<file path="config.mk">
export PLATFORM = sky130hd
export DESIGN_NAME = mem_access_unit_flat
export DESIGN_NICKNAME = d
export VERILOG_FILES = /design/src/rtl/mem_pkg.sv /design/src/rtl/mem_access_unit_if.sv /design/src/rtl/mem_access_unit_lane_align.sv /design/src/rtl/mem_access_unit.sv /design/src/flat_wrapper.sv
export SDC_FILE = /design/constraint.sdc
export NUM_CORES = 1
export LEC_CHECK = 0
export CAP_MARGIN = 20
export CORE_ASPECT_RATIO = 1.2
export CORE_UTILIZATION = 45
export CTS_BUF_LIST = sky130_fd_sc_hd__clkbuf_16
export DETAILED_ROUTE_END_ITERATION = 12
export PLACE_DENSITY = 0.82
export SLEW_MARGIN = 20
export SYNTH_ARGS = -nofsm -noshare
export SYNTH_HDL_FRONTEND = slang
export SYNTH_SLANG_ARGS = --single-unit
</file>
<file path="constraint.sdc">
create_clock -name clk -period 4.35 [get_ports clk]
set_input_delay 0.6525 -clock clk [delete_from_list [all_inputs] [get_ports clk]]
set_output_delay 0.6525 -clock clk [all_outputs]
set_load 0.02 [all_outputs]
</file>
<file path="src/rtl/mem_pkg.sv">
// Shared definitions for the load/store unit: access-size encodings, FSM states
// and the byte-enable bus width.
package mem_pkg;

    localparam int BE_W = 4;

    localparam logic [1:0] SZ_BYTE = 2'b00;
    localparam logic [1:0] SZ_HALF = 2'b01;
    localparam logic [1:0] SZ_WORD = 2'b10;
    localparam logic [1:0] SZ_ILL  = 2'b11;

    typedef enum logic [1:0] {
        IDLE   = 2'd0,
        ACCESS = 2'd1,
        DONE   = 2'd2
    } state_t;

endpackage

</file>
<file path="src/rtl/mem_access_unit_if.sv">
// Data-memory bus between the load/store unit (master) and the memory (slave).
// Handshake: mem_cs/mem_wr/mem_addr/mem_wdata/mem_be are held stable by the master
// until the slave returns mem_ack=1 for one cycle; mem_rdata is valid only with mem_ack.
interface mem_access_unit_if;
    import mem_pkg::*;

    logic            mem_cs;
    logic            mem_wr;
    logic [31:0]     mem_addr;
    logic [31:0]     mem_wdata;
    logic [BE_W-1:0] mem_be;
    logic [31:0]     mem_rdata;
    logic            mem_ack;

    modport master (
        output mem_cs, mem_wr, mem_addr, mem_wdata, mem_be,
        input  mem_rdata, mem_ack
    );

    modport slave (
        input  mem_cs, mem_wr, mem_addr, mem_wdata, mem_be,
        output mem_rdata, mem_ack
    );

endinterface

</file>
<file path="src/rtl/mem_access_unit_lane_align.sv">
// Big-endian lane handling: store replication, byte enables and load extraction.
// Offset 0 is bits 31:24, offset 3 is bits 7:0.
module lane_align
    import mem_pkg::*;
(
    input  logic [1:0]      size,
    input  logic [1:0]      offset,
    input  logic            sign_ext,
    input  logic [31:0]     wdata,
    input  logic [31:0]     rdata_raw,
    output logic [BE_W-1:0] be,
    output logic [31:0]     wdata_rep,
    output logic [31:0]     rdata_ext
);

    logic [7:0]  byte_lane;
    logic [15:0] half_lane;

    always_comb begin
        case (offset)
            2'd0:    byte_lane = rdata_raw[31:24];
            2'd1:    byte_lane = rdata_raw[23:16];
            2'd2:    byte_lane = rdata_raw[15:8];
            default: byte_lane = rdata_raw[7:0];
        endcase
        half_lane = offset[1] ? rdata_raw[15:0] : rdata_raw[31:16];
    end

    always_comb begin
        be        = '0;
        wdata_rep = '0;
        rdata_ext = '0;
        case (size)
            SZ_BYTE: begin
                be        = 4'b1000 >> offset;
                wdata_rep = {4{wdata[7:0]}};
                rdata_ext = {{24{sign_ext & byte_lane[7]}}, byte_lane};
            end
            SZ_HALF: begin
                be        = offset[1] ? 4'b0011 : 4'b1100;
                wdata_rep = {2{wdata[15:0]}};
                rdata_ext = {{16{sign_ext & half_lane[15]}}, half_lane};
            end
            SZ_WORD: begin
                be        = 4'b1111;
                wdata_rep = wdata;
                rdata_ext = rdata_raw;
            end
            default: ;
        endcase
    end

endmodule

</file>
<file path="src/rtl/mem_access_unit.sv">
// Load/store unit: captures a request, runs one memory access with ack/timeout,
// and returns an aligned, extended load result. All outputs decode from flops.
module mem_access_unit
    import mem_pkg::*;
#(
    parameter int TIMEOUT = 15
) (
    input  logic                clk,
    input  logic                reset,
    input  logic                start,
    input  logic                we,
    input  logic [1:0]          size,
    input  logic                sign_ext,
    input  logic [31:0]         addr,
    input  logic [31:0]         wdata,
    output logic                busy,
    output logic                done,
    output logic                err,
    output logic [31:0]         rdata,
    mem_access_unit_if.master   mem,
    output state_t              dbg_state
);

    localparam logic [7:0] CNT_LAST = 8'(TIMEOUT - 1);

    state_t      state_q, state_d;
    logic        we_q, sign_q, err_q, err_d;
    logic [1:0]  size_q;
    logic [31:0] addr_q, wdata_q, rdata_q;
    logic [7:0]  cnt_q, cnt_d;
    logic        capture, load_rdata, misaligned, cs;
    logic [3:0]  be_w;
    logic [31:0] wdata_rep, rdata_ext;

    assign misaligned = (size == SZ_ILL) ||
                        (size == SZ_HALF && addr[0]) ||
                        (size == SZ_WORD && addr[1:0] != 2'b00);

    lane_align u_lane_align (
        .size      (size_q),
        .offset    (addr_q[1:0]),
        .sign_ext  (sign_q),
        .wdata     (wdata_q),
        .rdata_raw (mem.mem_rdata),
        .be        (be_w),
        .wdata_rep (wdata_rep),
        .rdata_ext (rdata_ext)
    );

    always_comb begin
        state_d    = state_q;
        err_d      = err_q;
        cnt_d      = cnt_q;
        capture    = 1'b0;
        load_rdata = 1'b0;
        case (state_q)
            IDLE: begin
                if (start) begin
                    capture = 1'b1;
                    err_d   = misaligned;
                    cnt_d   = '0;
                    state_d = misaligned ? DONE : ACCESS;
                end
            end
            ACCESS: begin
                // An ack on the final count still completes without error.
                if (mem.mem_ack) begin
                    load_rdata = ~we_q;
                    err_d      = 1'b0;
                    state_d    = DONE;
                end else if (cnt_q == CNT_LAST) begin
                    err_d   = 1'b1;
                    state_d = DONE;
                end else begin
                    cnt_d = cnt_q + 8'd1;
                end
            end
            DONE:    state_d = IDLE;
            default: state_d = IDLE;
        endcase
    end

    always_ff @(posedge clk or posedge reset) begin
        if (reset) begin
            state_q <= IDLE;
            err_q   <= 1'b0;
            cnt_q   <= '0;
            we_q    <= 1'b0;
            sign_q  <= 1'b0;
            size_q  <= SZ_BYTE;
            addr_q  <= '0;
            wdata_q <= '0;
            rdata_q <= '0;
        end else begin
            state_q <= state_d;
            err_q   <= err_d;
            cnt_q   <= cnt_d;
            if (capture) begin
                we_q    <= we;
                sign_q  <= sign_ext;
                size_q  <= size;
                addr_q  <= addr;
                wdata_q <= wdata;
            end
            if (load_rdata) begin
                rdata_q <= rdata_ext;
            end
        end
    end

    assign cs            = (state_q == ACCESS);
    assign busy          = (state_q != IDLE);
    assign done          = (state_q == DONE);
    assign err           = done & err_q;
    assign rdata         = rdata_q;
    assign dbg_state     = state_q;
    assign mem.mem_cs    = cs;
    assign mem.mem_wr    = cs & we_q;
    assign mem.mem_addr  = {addr_q[31:2], 2'b00};
    assign mem.mem_be    = cs ? be_w : '0;
    assign mem.mem_wdata = cs ? wdata_rep : '0;

endmodule
</file>
<file path="src/flat_wrapper.sv">
// flat-port wrapper written by rule: the top's interface ports become plain ports
module mem_access_unit_flat import mem_pkg::*;
#(
    parameter int TIMEOUT = 15
)
  (clk, reset, start, we, size, sign_ext, addr, wdata, busy, done, err, rdata, dbg_state, mem_mem_cs, mem_mem_wr, mem_mem_addr, mem_mem_wdata, mem_mem_be, mem_mem_rdata, mem_mem_ack);
  mem_access_unit_if mem_i ();
  input  logic clk;
  input  logic reset;
  input  logic start;
  input  logic we;
  input  logic [1:0] size;
  input  logic sign_ext;
  input  logic [31:0] addr;
  input  logic [31:0] wdata;
  output logic busy;
  output logic done;
  output logic err;
  output logic [31:0] rdata;
  output state_t dbg_state;
  output wire logic [$bits(mem_i.mem_cs)-1:0] mem_mem_cs;
  output wire logic [$bits(mem_i.mem_wr)-1:0] mem_mem_wr;
  output wire logic [$bits(mem_i.mem_addr)-1:0] mem_mem_addr;
  output wire logic [$bits(mem_i.mem_wdata)-1:0] mem_mem_wdata;
  output wire logic [$bits(mem_i.mem_be)-1:0] mem_mem_be;
  input wire logic [$bits(mem_i.mem_rdata)-1:0] mem_mem_rdata;
  input wire logic [$bits(mem_i.mem_ack)-1:0] mem_mem_ack;
  assign mem_mem_cs = mem_i.mem_cs;
  assign mem_mem_wr = mem_i.mem_wr;
  assign mem_mem_addr = mem_i.mem_addr;
  assign mem_mem_wdata = mem_i.mem_wdata;
  assign mem_mem_be = mem_i.mem_be;
  assign mem_i.mem_rdata = mem_mem_rdata;
  assign mem_i.mem_ack = mem_mem_ack;
  mem_access_unit #(.TIMEOUT(TIMEOUT)) u_core (.clk(clk), .reset(reset), .start(start), .we(we), .size(size), .sign_ext(sign_ext), .addr(addr), .wdata(wdata), .busy(busy), .done(done), .err(err), .rdata(rdata), .mem(mem_i), .dbg_state(dbg_state));
endmodule
</file>
Word level (Yosys, flattened, before mapping)
Index checks and enable logic that the tools add are counted.
Storage, ports and cells
  bits in latches: 0
  bits in writable memories: 0
  memories: 0
  bits in read-only memories: 0
  register bits: 111
  logic and storage cells: 68
  input bits: 104
Cells by class
  magnitude comparators: 0
  $mul: 0
  multiplexer cells: 25
  shift operators: 1
  add/subtract/negate cells: 1
  divide/modulo/power cells: 0
  eq/ne operators: 14
  bitwise gates (word level): 5
  reductions and logical operators: 13
Operators by type and width (number)
  $pmux 32 s3: 2
  $mux 32: 1
  $mux 8: 3
  $pmux 8 s3: 1
  $mux 16: 1
  $pmux 8 s2: 1
  $pmux 4 s3: 1
  $eq 2x2->1 const B: 5
  $add 8x1->8 const B: 1
  $eq 2x1->1 const B: 4
  $eq 8x4->1 const B: 1
  $mux 2: 4
  $mux 4: 2
  $mux 1: 7
  $logic_not 2->1: 3
  $ne 2x2->1 const B: 3
  $reduce_bool 2->1: 3
  $and 1x1->1: 4
  $pmux 2 s2: 1
  $reduce_and 4->1: 1
  $shr 4x2->4 const A: 1
  $ne 3x3->1 const B: 1
  $reduce_and 3->1: 1
  $logic_and 1x1->1: 2
  4 further kinds: 5

Depth between registers and ports, before layout
  word-level depth: 7
  mapped depth: 7

Cells and area by module
Synthesis repeated with hierarchy kept, for this count alone.
Second synthesis, totals
  cells, all modules: 663
  area, all modules: 5968.2 um^2
Modules (own cells, without submodules)
  mem_access_unit: seq. area each 2777.7 um^2, cells each 492, area an instance 4863.4 um^2, instances 1
  lane_align: seq. area each 0.0 um^2, cells each 171, area an instance 1104.8 um^2, instances 1

Worst setup path after synthesis
OpenSTA, ideal clock, no wires.
  kind: reg-to-output
  start point: reg u_core.state_q[1] (netlist: u_core.dbg_state[1])
  end point: out mem_mem_be[1]
  path buffers: 2
  cell stages (with the launch flop): 7
  data required time: 3.697 ns
  path slack: 2.164 ns
  arrival time: 1.534 ns
  cells stage by stage: dfrtp_1 > nand2b_1 > buf_2 > inv_2 > buf_2 > nand2_1 > nor2_1
On the way
  word-level cells in the longest chain between the ends: 2
RTL lines
  start, declared: RTL line mem_access_unit.sv:26  | state_t state_q, state_d;
  start signal, assigned: RTL line mem_access_unit.sv:95  | state_q <= state_d;
  $eq 2x1->1: RTL line mem_access_unit.sv:111  | assign cs = (state_q == ACCESS);
  net mem_mem_cs: RTL line flat_wrapper.sv:21  | output wire logic [$bits(mem_i.mem_cs)-1:0] mem_mem_cs;
  $mux 4: RTL line mem_access_unit.sv:120  | assign mem.mem_be = cs ? be_w : '0;
  end, declared: RTL line flat_wrapper.sv:25  | output wire logic [$bits(mem_i.mem_be)-1:0] mem_mem_be;
The timed path passes the listed nets, and every way through them passes these cells.

Final worst setup path
  start point: reg u_core.size_q[1]
  end point: out mem_mem_be[2]
On the way
  word-level cells in the longest chain between the ends: 3
RTL lines
  start, declared: RTL line mem_access_unit.sv:28  | logic [1:0] size_q;
  start signal, assigned: RTL line mem_access_unit.sv:101  | size_q <= size;
  $eq 2x2->1 (tied with other cells): RTL line mem_access_unit_lane_align.sv:33  | case (size)
  $pmux 4 s3 *: RTL line mem_access_unit_lane_align.sv:33
  $mux 4 *: RTL line mem_access_unit.sv:120
Every way passes the cells marked *; elsewhere a longest branch is shown, timed or not.

==> results_dict.tcl <==
set metrics [dict create \
    final_cell_mix "clkdlybuf4s50_1, dfrtp_1, mux2_2" \
    min_to "u_core.addr_q[12]$_DFFE_PP0P_" \
    synth_edf_count 0 \
    final_common_cell "clkdlybuf4s50_1" \
    gr-total-overflow 0 \
    synth.area.top_cells "dfrtp_1, mux2_2, buf_4" \
    seq_area_frac_synth_pct 49.5 \
    grt_pass1_vias 4859 \
    htreeDepth 3 \
    rsz0062_at_grt "false" \
    io_buffers 208 \
    postCtsSetupRepairBufs 0 \
    grt_pass1_wl_um 24500 \
    hold_class "register to register" \
    reg2reg_from "u_core.dbg_state[0]$_DFFE_PP0P_" \
    drive_gt1_share_pct 12.3 \
    cts-buffers-inserted 9 \
    layout.nets 799 \
    synth-seq-cells 111 \
    required_ns 3.70 \
    multi_input_area_um2 2430 \
    drc 0 \
    min_from "u_core.addr_q[12]$_DFFE_PP0P_" \
    yosys.area.top_type_share_pct 49.5 \
    holdBufCountCts 0 \
    gr-usage-all-layers_pct 23.8 \
    clock-sinks 111 \
    yosysWarnings 0 \
    synthCells 532 \
    area_delta_synth_final_pct 40.8 \
    syn_area_per_cell_um2 10.5 \
    max_freq_mhz 283 \
    netlist_area_um2 5610 \
    hpwl_um 11300 \
    cellLeakagePower_uw 0.00329 \
    drt_pre_antenna_iters 7 \
    fill_cells 963 \
    cap_violations 0 \
    tns_ns 0 \
    async_reset_ff_share_pct 100 \
    timing.slew.headroom_pct 35.0 \
    min_period_over_period_pct 81.3 \
    path_clk_slew_ns 0.08 \
    chipHeight_um 124 \
    wl_um 15300 \
    setup_viol 0 \
    reg2reg_depth 6 \
    cts_resized 0 \
    viasPerCell 5.54 \
    insertion_delay_ns 0.35 \
    design.core.area_um2 12100 \
    worst_pin_slew_ns 0.971 \
    vias 4762 \
    grt_max_degree 72 \
    fin_area_um2 7900 \
    finalHoldViolations 0 \
    power_density_nw_per_um2 565 \
    rrSetupSlack_ns 1.81 \
    dieArea_um2 12900 \
    root_buffer "clkbuf_16" \
    start_util_pct 46.3 \
    finish.utilization_pct 65.2 \
    postPlaceCellArea_um2 7590 \
    synth_area_leader_cell "dfrtp_1" \
    die_width_um 104 \
    clock_path_buffers 2 \
    worst_ir_drop_vdd_uv 289 \
    min_period_ns 3.54 \
    pin_count 211 \
    ant_nets 0 \
    diodes 0 \
    drtIter0Drc 300 \
    hold_depth 1 \
    cp.arrival_ns 2.88 \
    drv_slew 0 \
    cts_tree "built" \
    r2r_end "u_core.rdata[12]$_DFFE_PP0P_" \
    fin_worst_skew_ns 0.00918 \
    status "completed" \
    ys.flop_type "dfrtp_1" \
    ys_types 48 \
    core.rowCount 44 \
    finalWeightedCongestion 0.858 \
    critPathKind "register to output pin" \
    worstSetupStartpointType "register" \
    routedWlPerCell_um 17.9 \
    cp_max_fo 24 \
    antenna_found_initial 0 \
    regArea_um2 2780 \
    crit_path_end_kind "output pin" \
]
cells by family after synthesis:
| kind of cell | after synthesis | share of synthesized area (%) |
|---|---|---|
| fa+ha+maj | 2 | 0.446 |
| mux | 78 | 15.7 |
| buf+inv | 73 | 7.54 |
| compound gates | 98 | 11.8 |
| other cells | 1 | 0.0668 |
| xor+xnor | 2 | 0.312 |
| simple gates | 167 | 14.7 |
| flops | 111 | 49.5 |
power breakdown:
part	total, uW	leakage (uW)	switching, uW	internal (uW)
sequential	1640	0.00135	270	1370
combinational	1970	0.00179	976	990
clock	855	0.000152	395	460
critical path: stages (launching register included):
cell	delay, ns
dfrtp_1	0.66
buf_4	0.34
nor3_1	0.68
nor2_1	0.09
nor2_1	0.15
clkdlybuf4s50_1	0.62
cell usage after synthesis, drive strengths merged, types with 4 or more instances:
library cell and n:
and3 9, nand2b 4, nor2 45, nor3 4, a2bb2oi 17, buf 51
a21oi 33, or3 4, inv 5, a221oi 8, nand4 4, nand2 35
o21ai 21, clkbuf 17, mux2 75, a222oi 7, nor2b 12, nand3 37
dfrtp 111
stage by stage:
stage               setup slack (ns)  power, uW  instances  hold slack, ns
floorplan                      0.767       2850        533           0.459
global placement                1.32       3560        843           0.469
detailed placement              1.21       3630        843           0.474
CTS                            0.850       4490        859           0.492
global route                   0.538       4700        859           0.503
finish                         0.814       4460        859           0.486
layout make-up:
cell class | count | area share, %
Multi-Input combinational cell | 349 | 30.8
Clock buffer | 9 | 2.85
Sequential cell | 111 | 35.2
Timing Repair Buffer | 217 | 27.4
Inverter | 5 | 0.269
Clock inverter | 7 | 1.05
Tap cell | 161 | 2.55
registers in the layout, indices dropped and copies added (netlist names):
register / count
u_core.addr_q: 32
u_core.rdata: 32
u_core.wdata_q: 32
u_core.cnt_q: 8
u_core.dbg_state: 2
u_core.size_q: 2
u_core.err_q: 1
u_core.sign_q: 1
u_core.we_q: 1
metal layers:
metal  routed length (um)  GRT usage, %  share of wire (%)
met1                 6010          28.2                 39
met2                 7800          41.7                 51
met3                 1080          5.76                7.0
met4                  445          8.91                2.9
met5                    0             0                  0
worst max path at each step:
stage | start | to | slack [ns] | depth (start not counted)
2_1_floorplan | reset | u_core.addr_q[0]$_DFFE_PP0P_ | 0.77 | 1
3_3_place_gp | u_core.size_q[1]$_DFFE_PP0P_ | mem_mem_be[2] | 1.32 | 5
3_5_place_dp | u_core.size_q[1]$_DFFE_PP0P_ | mem_mem_wdata[26] | 1.21 | 4
4_1_cts | u_core.size_q[1]$_DFFE_PP0P_ | mem_mem_be[2] | 0.85 | 5
5_1_grt | u_core.size_q[1]$_DFFE_PP0P_ | mem_mem_be[2] | 0.54 | 5
6_report | u_core.size_q[1]$_DFFE_PP0P_ | mem_mem_be[2] | 0.81 | 5
Note: power is estimated with default switching activity, not from simulation.
